===== src/rtl/slink_generic_fc_replay_mc.sv =====
// slink_generic_fc_replay_mc: multi-channel replay buffer with round-robin link arbitration and range-checked ack/revert
module slink_generic_fc_replay_mc #(
   parameter int NUM_CH     = 4,
   parameter int DATA_WIDTH = 32,
   parameter int DEPTH      = 8,
   parameter int ADDR_WIDTH = $clog2(DEPTH),
   parameter int CH_WIDTH   = $clog2(NUM_CH)
) (
   input  logic                         clk,
   input  logic                         reset,
   input  logic                         enable,
   input  logic [NUM_CH-1:0]            a2l_valid,
   output logic [NUM_CH-1:0]            a2l_ready,
   input  logic [NUM_CH*DATA_WIDTH-1:0] a2l_data,
   output logic [NUM_CH-1:0]            empty,
   input  logic                         link_ack_update,
   input  logic [CH_WIDTH-1:0]          link_ack_ch,
   input  logic [ADDR_WIDTH:0]          link_ack_addr,
   input  logic                         link_revert,
   input  logic [CH_WIDTH-1:0]          link_revert_ch,
   input  logic [ADDR_WIDTH:0]          link_revert_addr,
   output logic                         link_valid,
   output logic [CH_WIDTH-1:0]          link_ch,
   output logic [ADDR_WIDTH:0]          link_cur_addr,
   output logic [DATA_WIDTH-1:0]        link_data,
   input  logic                         link_advance,
   output logic                         ack_err,
   output logic                         revert_err
);
   localparam int PW = ADDR_WIDTH + 1;

   logic [PW-1:0]         wptr_q [NUM_CH];
   logic [PW-1:0]         wptr_d [NUM_CH];
   logic [PW-1:0]         aptr_q [NUM_CH];
   logic [PW-1:0]         aptr_d [NUM_CH];
   logic [PW-1:0]         rptr_q [NUM_CH];
   logic [PW-1:0]         rptr_d [NUM_CH];
   logic [DATA_WIDTH-1:0] mem_q  [NUM_CH][DEPTH];
   logic [DATA_WIDTH-1:0] mem_d  [NUM_CH][DEPTH];
   logic                  lock_q, lock_d;
   logic [CH_WIDTH-1:0]   cur_ch_q, cur_ch_d;
   logic [CH_WIDTH-1:0]   last_grant_q, last_grant_d;
   logic                  ack_err_q, ack_err_d;
   logic                  revert_err_q, revert_err_d;

   logic                  act;
   logic [NUM_CH-1:0]     pending, full, we, ack_ok, rev_ok;
   logic [PW-1:0]         d_r   [NUM_CH];
   logic [PW-1:0]         d_ack [NUM_CH];
   logic [PW-1:0]         d_rev [NUM_CH];
   logic [CH_WIDTH-1:0]   sel;
   logic                  found, rev_sel, adv_fire;

   // Distances are measured from the ack pointer so they stay correct across pointer wrap.
   always_comb begin
      act = enable && !reset;
      for (int c = 0; c < NUM_CH; c++) begin
         pending[c] = rptr_q[c] != wptr_q[c];
         full[c]    = (wptr_q[c] - aptr_q[c]) == PW'(DEPTH);
         d_r[c]     = rptr_q[c] - aptr_q[c];
         d_ack[c]   = link_ack_addr - aptr_q[c];
         d_rev[c]   = link_revert_addr - aptr_q[c];
         ack_ok[c]  = link_ack_update && (link_ack_ch == CH_WIDTH'(c)) && (d_ack[c] <= d_r[c]);
         rev_ok[c]  = link_revert && (link_revert_ch == CH_WIDTH'(c)) && (d_rev[c] <= d_r[c]);
      end
   end

   always_comb begin
      sel   = cur_ch_q;
      found = lock_q;
      for (int i = 1; i <= NUM_CH; i++) begin
         if (!found && pending[CH_WIDTH'((int'(last_grant_q) + i) % NUM_CH)]) begin
            found = 1'b1;
            sel   = CH_WIDTH'((int'(last_grant_q) + i) % NUM_CH);
         end
      end
   end

   always_comb begin
      a2l_ready     = act ? ~full : '0;
      empty         = act ? ~pending : '1;
      link_valid    = act && pending[sel];
      link_ch       = link_valid ? sel : '0;
      link_cur_addr = link_valid ? rptr_q[sel] : '0;
      link_data     = link_valid ? mem_q[sel][rptr_q[sel][ADDR_WIDTH-1:0]] : '0;
      ack_err       = ack_err_q;
      revert_err    = revert_err_q;
      rev_sel       = rev_ok[sel];
      adv_fire      = link_valid && link_advance && !rev_sel;
   end

   always_comb begin
      mem_d = mem_q;
      for (int c = 0; c < NUM_CH; c++) begin
         we[c]     = a2l_valid[c] && a2l_ready[c];
         if (we[c])
            mem_d[c][wptr_q[c][ADDR_WIDTH-1:0]] = a2l_data[c*DATA_WIDTH +: DATA_WIDTH];
         wptr_d[c] = wptr_q[c] + PW'(we[c]);
         aptr_d[c] = ack_ok[c] ? link_ack_addr : aptr_q[c];
         rptr_d[c] = rev_ok[c] ? ((ack_ok[c] && d_ack[c] > d_rev[c]) ? link_ack_addr : link_revert_addr)
                   : (adv_fire && sel == CH_WIDTH'(c)) ? rptr_q[c] + PW'(1) : rptr_q[c];
      end
      lock_d       = link_valid && !link_advance && !rev_sel;
      cur_ch_d     = link_valid ? sel : cur_ch_q;
      last_grant_d = adv_fire ? sel : last_grant_q;
      ack_err_d    = act && link_ack_update && !(|ack_ok);
      revert_err_d = act && link_revert && !(|rev_ok);
   end

   always_ff @(posedge clk) begin
      if (reset || !enable) begin
         wptr_q       <= '{default: '0};
         aptr_q       <= '{default: '0};
         rptr_q       <= '{default: '0};
         lock_q       <= 1'b0;
         cur_ch_q     <= '0;
         last_grant_q <= CH_WIDTH'(NUM_CH - 1);
         ack_err_q    <= 1'b0;
         revert_err_q <= 1'b0;
      end else begin
         wptr_q       <= wptr_d;
         aptr_q       <= aptr_d;
         rptr_q       <= rptr_d;
         lock_q       <= lock_d;
         cur_ch_q     <= cur_ch_d;
         last_grant_q <= last_grant_d;
         ack_err_q    <= ack_err_d;
         revert_err_q <= revert_err_d;
      end
      mem_q <= mem_d;
   end
endmodule

===== config.mk =====
export PLATFORM = sky130hd
export DESIGN_NAME = slink_generic_fc_replay_mc
export DESIGN_NICKNAME = d
export VERILOG_FILES = /design/src/rtl/slink_generic_fc_replay_mc.sv
export SDC_FILE = /design/constraint.sdc
export NUM_CORES = 1
export LEC_CHECK = 0
export CELL_PAD_IN_SITES_DETAIL_PLACEMENT = 1
export CELL_PAD_IN_SITES_GLOBAL_PLACEMENT = 1
export CORE_ASPECT_RATIO = 1.75
export CORE_MARGIN = 2
export CORE_UTILIZATION = 40
export DETAILED_ROUTE_END_ITERATION = 10
export MAX_ROUTING_LAYER = met4
export PLACE_DENSITY_LB_ADDON = 0.3
export SLEW_MARGIN = 20
export SYNTH_ARGS = -nofsm -noshare
export SYNTH_HDL_FRONTEND = slang
export SYNTH_SLANG_ARGS = --single-unit
export TNS_END_PERCENT = 30

===== constraint.sdc =====
create_clock -name clk -period 8.8 [get_ports clk]
set_input_delay 0.88 -clock clk [delete_from_list [all_inputs] [get_ports clk]]
set_output_delay 0.88 -clock clk [all_outputs]
set_load 0.02 [all_outputs]

After elaboration in Yosys (flattened, before gate mapping)
Index checks and enable logic that the tools add are counted.
{ "totals": {"ff_bits": 1079, "latch_bits": 0, "ram_bits": 0, "romBits": 0, "out_inout_bits": 49, "n_memories": 0} }
{ "op_classes": {"addsub": 28, "multipliers": 0, "div": 0, "magnitude_cmp": 27, "n_eq_ne": 17, "n_shift": 0, "muxes": 61, "bitwise": 8, "n_reduce_logical": 66} }
{ "op_table": {"columns": ["cell", "count"], "rows": [
  ["$bwmux 256", 4],
  ["$bmux 256 s2", 1],
  ["$mux 256", 2],
  ["$demux 32 s3", 4],
  ["$mux 32", 7],
  ["$bmux 32 s3", 1],
  ["$mux 4", 17],
  ["$sub 4x4->4", 16],
  ["$logic_and 1x1->1", 46],
  ["$le 4x4->1", 8],
  ["$ge 4x4->1 const B", 5],
  ["$not 3->4", 5],
  ["$add 4x1->4", 4],
  ["$add 4x1->4 const B", 4],
  ["$eq 4x4->1 const B", 4],
  ["$gt 4x4->1", 4],
  ["$lt 2x4->1 const B", 4],
  ["$lt 4x1->1 const B", 4],
  ["$ne 4x4->1", 4],
  ["$mux 1", 13],
  ["$bmux 1 s2", 6],
  ["$eq 2x2->1 const B", 6],
  ["$logic_not 1->1", 10],
  ["$mux 2", 5],
  ["other kinds (12)", 23]
]} }

Depth between registers and ports, before layout
Gate-level depths: netlist of the first run.
{ "logic_depth": {"depth_word": 24, "depth_mapped": 17, "mapped_depth_nobuf": 15} }

Worst setup path after synthesis of the first run
OpenSTA, ideal clock, no wires.
{ "synth_timing": {"path_kind": "input to register", "start": "in link_ack_addr[0]", "end": "reg rptr_q[12] (netlist name)", "setup_ns": 0.086, "arrival_ns": 4.649, "t_required_ns": 8.714, "setup_slack_ns": 4.066, "path_stages": 17, "n_path_buf": 3, "cell_sequence": "clkbuf_1 -> clkinv_1 -> ha_1 -> inv_1 -> fa_1 -> ha_1 -> a21o_1 -> a21o_1 -> a21oi_1 -> a41oi_1 -> or4b_2 -> clkbuf_1 -> or3_1 -> buf_1 -> nor2_1 -> a21oi_1 -> a211oi_1"} }
{ "synth_via": {"elab_chain_cells": 6} }
{ "synth_lines": {"columns": ["element", "line", "rtl"], "rows": [
  ["start, declared", "18", "input logic [ADDR_WIDTH:0] link_ack_addr,"],
  ["$sub 4x4->4", "61", "d_ack[c] = link_ack_addr - aptr_q[c];"],
  ["$le 4x4->1", "63", "ack_ok[c] = link_ack_update && (link_ack_ch == CH_WIDTH'(c)) && (d_ack[c] <= d_r[c]);"],
  ["$logic_and 1x1->1", "63", null],
  ["$logic_and 1x1->1", "100", "rptr_d[c] = rev_ok[c] ? ((ack_ok[c] && d_ack[c] > d_rev[c]) ? link_ack_addr : link_revert_addr)"],
  ["$mux 4 * (2 in series)", "100", null],
  ["end signal, assigned", "123", "rptr_q <= rptr_d;"],
  ["end, declared", "36", "logic [PW-1:0] rptr_q [NUM_CH];"]
]} }
Every way passes the cells marked *; elsewhere a longest branch is shown, timed or not.
A chain may end at the register's enable or synchronous reset.

Worst setup path in the final report of the first run
{ "layout_timing": {"start": "reg wptr_q[2] (netlist name)", "end": "out link_data[6]"} }
{ "layout_via": {"elab_chain_cells": 24} }
{ "layout_lines": {"columns": ["element", "line", "rtl"], "rows": [
  ["start, declared", "32", "logic [PW-1:0] wptr_q [NUM_CH];"],
  ["start signal, assigned", "121", "wptr_q <= wptr_d;"],
  ["$ne 4x4->1 *", "58", "pending[c] = rptr_q[c] != wptr_q[c];"],
  ["$bmux 1 s2", "72", "if (!found && pending[CH_WIDTH'((int'(last_grant_q) + i) % NUM_CH)]) begin"],
  ["$mux 1 (not written as such) (2 in series)", "72", null],
  ["$logic_and 1x1->1", "72", null],
  ["$mux 1", "72", null],
  ["$logic_not 1->1", "72", null],
  ["$logic_and 1x1->1", "72", null],
  ["$mux 1", "72", null],
  ["[5 not listed]", null, null],
  ["$mux 2", "72", null],
  ["$not 2->3 (not written as such)", "85", "link_data = link_valid ? mem_q[sel][rptr_q[sel][ADDR_WIDTH-1:0]] : '0;"],
  ["$bmux 4 s2", "85", null],
  ["$mux 4 (not written as such) (2 in series)", "85", null],
  ["$not 3->4 (not written as such)", "85", null],
  ["$bmux 32 s3", "85", null],
  ["$mux 32 (not written as such) (2 in series)", "85", null],
  ["$mux 32 *", "85", null],
  ["end, declared", "25", "output logic [DATA_WIDTH-1:0] link_data,"]
]} }
Every way passes the cells marked *; elsewhere a longest branch is shown, timed or not. The select of a mux whose other input is x is not followed.

==> results.json, run 1 <==
{
  "ys_types": 63,
  "place_ws_ns": 1.86,
  "worst_slack_ns": 0.995,
  "totalPowerFinal_uw": 12300,
  "core-area_mm2": 0.115,
  "cp_data_arrival_time_ns": 6.92,
  "io_buffers": 198,
  "cts_tree": "done",
  "synth_edf_count": 1024,
  "post_synth_main_area_contributors": "edfxtp_1 67%, mux2i_1 4.9%, nand2_1 2.8%",
  "crit_path_top_delay_cell": "nor4_1",
  "fin_crit_sh_pct": 88.7,
  "cap_violations": 0,
  "stdcell_area_mm2": 0.0533,
  "path_max_fanout": 178,
  "ant_nets": 0,
  "routed_wl_um": 150000,
  "critPathTopFamily": "buffers and inverters",
  "drt-vias-per-instance": 6.03,
  "syn_area_mm2": 0.0462,
  "grt_pass1_vias": 30700,
  "slew_headroom_pct": 12.9,
  "power_density_mw_per_mm2": 231,
  "cp-end-kind": "output pin",
  "max_freq_mhz": 128,
  "ir_drop_mv": 0.176,
  "cts_repair_resize_count": 0,
  "area_delta_synth_final_pct": 15.3,
  "synth_top_area_share_pct": 66.6,
  "tightest_slew_ns": 1.31,
  "grt_max_degree": 185,
  "syn_inst": 3138,
  "clkSinkCount": 1079,
  "grt.total_usage_pct": 26.2,
  "io_pins": 199,
  "start_kind": "flop",
  "multiInputGateArea_mm2": 0.0135,
  "hold_viol": 0,
  "overflow": 0,
  "die_area_mm2": 0.118,
  "antenna_found_initial": 10,
  "synth_seq_cells": 1079,
  "numCtsBuffers": 98,
  "die_height_um": 454,
  "synth-seq-area-share_pct": 68.9,
  "dr.pass1.iters": 5,
  "die_w_um": 261,
  "crit_buf_inv": 3,
  "rows": 165,
  "syn_nets": 3398,
  "dp_hpwl_um": 84100,
  "setup_tns_ns": 0,
  "grt_pass1_wl_um": 215000,
  "clk_pin_slew_ns": 0.07,
  "status": "finished, final reports clean",
  "worst_skew_pair.late_latency_ns": 0.72,
  "drtIter0Drc": 2640,
  "finalCriticalPeriod_ns": 7.80,
  "cts_setup_buffers": 0,
  "leakage_uw": 0.0175,
  "n_fill_cell": 11300,
  "synth_top_cell_by_area": "edfxtp_1",
  "drive_gt1_share_pct": 10.6,
  "fin_worst_skew_ns": 0.0374,
  "cts_hold_buf": 0,
  "htreeDepth": 3,
  "finalSetupViolCount": 0,
  "worstSetupPathType": "flop to output pin",
  "start_util_pct": 40.2,
  "wl_per_cell_um": 30.9,
  "synthFlopType": "edfxtp_1",
  "gp_congestion": 0.870,
  "synth.avg_cell_area_um2": 14.7,
  "required_ns": 7.92,
  "path_common_cell": "o21ai_0",
  "cts_max_path_buffers": 3,
  "async_reset_ff_share_pct": 0,
  "hold_path.class": "flop to flop",
  "drv_slew": 0,
  "regArea_mm2": 0.0319,
  "ctsRootBufferMaster": "clkbuf_16",
  "routed-via-count": 29400,
  "yosys_warnings": 0,
  "nets": 3547,
  "placed_cell_area_mm2": 0.0500,
  "rsz0062_at_grt": "false",
  "critPathMaxStageDelay_ns": 0.94,
  "drc": 0,
  "cp_cell_sequence": "xnor2_1 > nand4_1 > o21ai_0 > a31oi_1 > o32ai_4 > buf_12 > buf_4 > nand2_1 > a22oi_1 > o21ai_0 > nor4_1 > clkdlybuf4s50_1"
}
-- cells in the mapped netlist (3+ instances only) --
master    count
clkbuf_2      3
ha_1         98
and4_1        4
a311oi_1     32
o21ai_0      37
a21oi_1     256
buf_6         6
a21o_1       37
or3_1         5
a31oi_1       3
xor2_1       29
inv_1        52
nor2b_1      10
mux4_2       34
buf_1        13
nor2_1       87
clkbuf_1    108
buf_2        76
nand3_1      47
o21a_1        3
nor4_2       22
nand2b_1     25
and2_1       18
a41oi_1       7
dfxtp_1      55
mux2_2       39
xnor2_1      57
nand2_1     350
buf_4        10
mux2i_1     228
o31ai_1      32
edfxtp_1   1024
a211oi_1     53
a22oi_1      32
nand4_1      46
nor4_1       13
a221oi_1    128
fa_1         12
nor3_1       17
-- final timing paths --
kind	startpoint	endpoint	slack, ns	cells after the start
worst max-delay path	wptr_q[2]	link_data[6]	1.0	12
worst min-delay path	aptr_q[6]	aptr_q[6]	0.50	2
worst max register to register	rptr_q[4]	last_grant_q[1]	4.02	11
worst min register to register	aptr_q[6]	aptr_q[6]	0.50	2
-- placed cells by master, fill, tap and decap left out, types with 12 or more instances in the layout --
cell type / n
nor4_2: 22
a221oi_1: 128
nand4_1: 46
inv_1: 52
buf_4: 60
mux4_2: 34
a311oi_1: 32
o21ai_0: 37
a211oi_1: 53
clkdlybuf4s50_1: 198
and2_1: 18
a21o_1: 37
bufinv_16: 14
dfxtp_1: 55
edfxtp_1: 1024
fa_1: 12
mux2i_1: 224
nand3_1: 47
clkbuf_1: 17
mux2_2: 38
xnor2_1: 57
a21oi_1: 256
clkinv_1: 16
nor2_4: 24
nand2b_1: 23
nor4_1: 13
a22oi_1: 32
clkbuf_16: 103
o31ai_1: 32
nand2_1: 349
xor2_1: 29
ha_1: 98
nor2_1: 63
clkinv_2: 13
-- per-layer routing --
metal / routed length (um) / vias to the layer above / global-route usage [%]
li1: - / 12500 / -
met1: 56300 / 15400 / 30.8
met2: 77800 / 1217 / 45.0
met3: 9300 / 322 / 3.32
met4: 6940 / 0 / 11.0
met5: 0 / - / -
-- registers in the layout, indices dropped and copies added, names as in the netlist --
name and cells:
cur_ch_q 2, revert_err 1, rptr_q 16, wptr_q 16, lock_q 1, mem_q 1024, aptr_q 16, last_grant_q 2
ack_err 1
-- worst min-delay path, cell delays in order (launching register included) --
cell,delay (ns)
dfxtp_1,0.33
mux2i_1,0.07
nor2_1,0.07
-- logic make-up after synthesis --
group / Yosys count / share of synthesized area, %
multiplexers: 304 / 7.67
AND/OR/NAND/NOR: 652 / 6.66
flip-flops: 1079 / 68.9
adder cells (fa/ha/maj): 110 / 3.17
XOR/XNOR: 86 / 1.63
AO/OA/AOI/OAI: 638 / 9.35
buffers and inverters: 269 / 2.58
-- metrics by stage --
stage          hold slack [ns]  cells  utilization [%]
6_report                 0.498   4873             46.3
5_1_grt                  0.535   4873             46.3
4_1_cts                  0.504   4866             46.3
3_5_place_dp             0.489   4690             43.5
3_3_place_gp             0.477   4690             43.5
2_1_floorplan            0.464   3138                -
-- power by group --
| part | switching, uW | internal [uW] |
|---|---|---|
| registers | 12.6 | 5640 |
| clock network | 1930 | 2540 |
| logic | 1410 | 784 |
-- final cells by class --
type | count | area share, %
Inverter | 53 | 0.373
Tap cell | 1503 | 3.53
Clock inverter | 56 | 1.23
Clock buffer | 120 | 4.96
Timing Repair Buffer | 265 | 4.83
Multi-Input combinational cell | 1790 | 25.3
Antenna cell | 7 | 0.0329
Sequential cell | 1079 | 59.8
No activity file was read; power rests on OpenSTA's default activity.
==> run 2, diff against run 1 <==
--- a/config.mk
+++ b/config.mk
@@ -10,10 +10,10 @@
 export CORE_ASPECT_RATIO = 1.75
 export CORE_MARGIN = 2
 export CORE_UTILIZATION = 40
+export CTS_BUF_LIST = sky130_fd_sc_hd__clkbuf_16
 export DETAILED_ROUTE_END_ITERATION = 10
 export MAX_ROUTING_LAYER = met4
 export PLACE_DENSITY_LB_ADDON = 0.3
-export SLEW_MARGIN = 20
 export SYNTH_ARGS = -nofsm -noshare
 export SYNTH_HDL_FRONTEND = slang
 export SYNTH_SLANG_ARGS = --single-unit
==> constraint.sdc (replaced) <==
create_clock -name clk -period 7.05 [get_ports clk]
set_input_delay 0.705 -clock clk [delete_from_list [all_inputs] [get_ports clk]]
set_output_delay 0.705 -clock clk [all_outputs]
set_load 0.02 [all_outputs]
==> run 2 against run 1 <==
  * Utilization grew 0.062 points
  * Routed wire length is 1.5% higher
  * Sequential power grew 25%
  * Clock skew shrank 0.011 ns
  * Setup slack worse by 0.81 ns
  * Final area is 0.13% higher
  * Die area is the same
  * Largest cell class unchanged
  * Sequential cell count unchanged
  * Critical path depth is 1 higher
  * Non-clock buffer count grew 30
==> results.json, run 2 (synthesis gave the netlist of run 1 again) <==
{
  "status": "finished, final reports clean",
  "tightest_slew_ns": 1.38,
  "required_ns": 6.34,
  "cts_max_path_buffers": 3,
  "critPathMaxStageDelay_ns": 0.68,
  "grt_max_degree": 148,
  "final_cell_mix": "1,024 x edfxtp_1, 349 x nand2_1, 256 x a21oi_1",
  "worst_skew_pair.late_latency_ns": 0.71,
  "critPathTopFamily": "buffers and inverters",
  "finalCriticalPeriod_ns": 6.87,
  "fin_worst_skew_ns": 0.0260,
  "fin_util_pct": 46.4,
  "pwr-share-seq_pct": 46.9,
  "max_freq_mhz": 146,
  "antenna_found_initial": 10,
  "cellInternalPower_uw": 10900,
  "drive_gt1_share_pct": 11.1,
  "n_fill_cell": 11200,
  "power_density_mw_per_mm2": 282,
  "cp_cell_sequence": "xnor2_1 > and4_1 > nor2_1 > mux4_2 > nor2_2 > mux2i_4 > buf_4 > buf_12 > a21oi_1 > a221oi_1 > o31ai_1 > nor4_1 > clkdlybuf4s50_1",
  "io_pins": 199,
  "routed-via-count": 29400,
  "dr.pass1.iters": 6,
  "hold_path.class": "flop to flop",
  "cts_tree": "done",
  "overflow": 0,
  "clkPwrFrac_pct": 34.5,
  "gp_congestion": 0.869,
  "io_buffers": 198,
  "grt_pass1_vias": 31500,
  "htreeDepth": 3,
  "layout_commonest_cell": "edfxtp_1",
  "drtIter0Drc": 2430,
  "fin_crit_sh_pct": 97.4,
  "die_w_um": 261,
  "path_max_fanout": 111,
  "grt.total_usage_pct": 26.6,
  "drc": 0,
  "hold_viol": 0,
  "cp-end-kind": "output pin",
  "cp_data_arrival_time_ns": 6.16,
  "largest_reg_flops": 1024,
  "cts_hold_buf": 0,
  "crit_path_top_delay_cell": "clkdlybuf4s50_1",
  "max_flop_register": "mem_q",
  "die_height_um": 454,
  "finalSetupViolCount": 0,
  "drv_slew": 0,
  "wl_per_cell_um": 31.1,
  "worstSetupPathType": "flop to output pin",
  "clk_pin_slew_ns": 0.06,
  "rows": 165,
  "routed_wl_um": 153000,
  "placed_cell_area_mm2": 0.0503,
  "ir_drop_mv": 0.223,
  "slew_headroom_pct": 7.83,
  "multiInputGateArea_mm2": 0.0135,
  "start_kind": "flop",
  "crit_buf_inv": 3,
  "core-area_mm2": 0.115,
  "cap_violations": 0,
  "p_switching_uw": 4170,
  "dp_hpwl_um": 91300,
  "drt-vias-per-instance": 5.99,
  "area_delta_synth_final_pct": 15.5,
  "regArea_mm2": 0.0319,
  "p_sw_share_pct": 27.7,
  "ant_nets": 0,
  "clkSinkCount": 1079,
  "start_util_pct": 40.2,
  "numCtsBuffers": 97,
  "grt_pass1_wl_um": 219000,
  "die_area_mm2": 0.118,
  "nets": 3576,
  "combPwrFrac_pct": 18.6,
  "stdcell_area_mm2": 0.0534,
  "leakage_uw": 0.0177,
  "ctsRootBufferMaster": "clkbuf_16"
}
## run 2: metal layers
layer	track usage, %	up-vias	wire length (um)	share of wire, %
li1	-	12500	-	-
met1	30.7	15300	57400	38
met2	44.9	1172	77700	51
met3	3.63	387	9330	6.1
met4	14.1	0	8210	5.4
met5	-	-	0	0
## run 2: worst paths after layout
path	to	startpoint	depth (start not counted)	slack [ns]
worst min-delay path	aptr_q[2]	aptr_q[2]	2	0.50
worst max-delay path	link_data[8]	wptr_q[5]	13	0.18
worst max register to register	last_grant_q[0]	rptr_q[12]	12	2.43
worst min register to register	aptr_q[2]	aptr_q[2]	2	0.50
## run 2: power by group through the flow
stage | clock network (uW) | logic [uW] | registers (uW)
after floorplan | 0 | 1840 | 7190
after global placement | 0 | 2710 | 7190
after detailed placement | 0 | 2760 | 7200
after CTS | 5260 | 2790 | 7060
after global routing | 5460 | 2990 | 7060
final | 5190 | 2790 | 7060
## run 2: through the flow
step	TNS [ns]	std cells	setup WS (ns)	total power (uW)	hold slack, ns
after global routing	-0.0132	4906	-0.0132	15500	0.556
final	0	4907	0.183	15000	0.504
after detailed placement	0	4716	0.784	9960	0.494
after CTS	0	4896	0.193	15100	0.510
after floorplan	0	3138	2.33	9030	0.464
after global placement	0	4716	0.882	9900	0.474
## run 2: tightest hold or removal path: cells and delay by family (launching register included)
family	cells	cell delay [ns]
simple gates	1	0.07
mux	1	0.07
flops	1	0.33
## run 2: cell type report
class                           count  share of cell area (%)
Antenna cell                       11                  0.0516
Clock buffer                      101                    4.74
Clock inverter                     75                   0.938
Inverter                           53                   0.373
Multi-Input combinational cell   1790                    25.2
Sequential cell                  1079                    59.7
Tap cell                         1503                    3.52
Timing Repair Buffer              295                    5.44
## run 2: repair_timing
| item | CTS | global route |
|---|---|---|
| pin swaps | 1 | 0 |
| resized for setup | 0 | 1 |
| setup buffers | 4 | 0 |
| endpoints found under the setup margin | 3 | 1 |
| cloned | 0 | 0 |
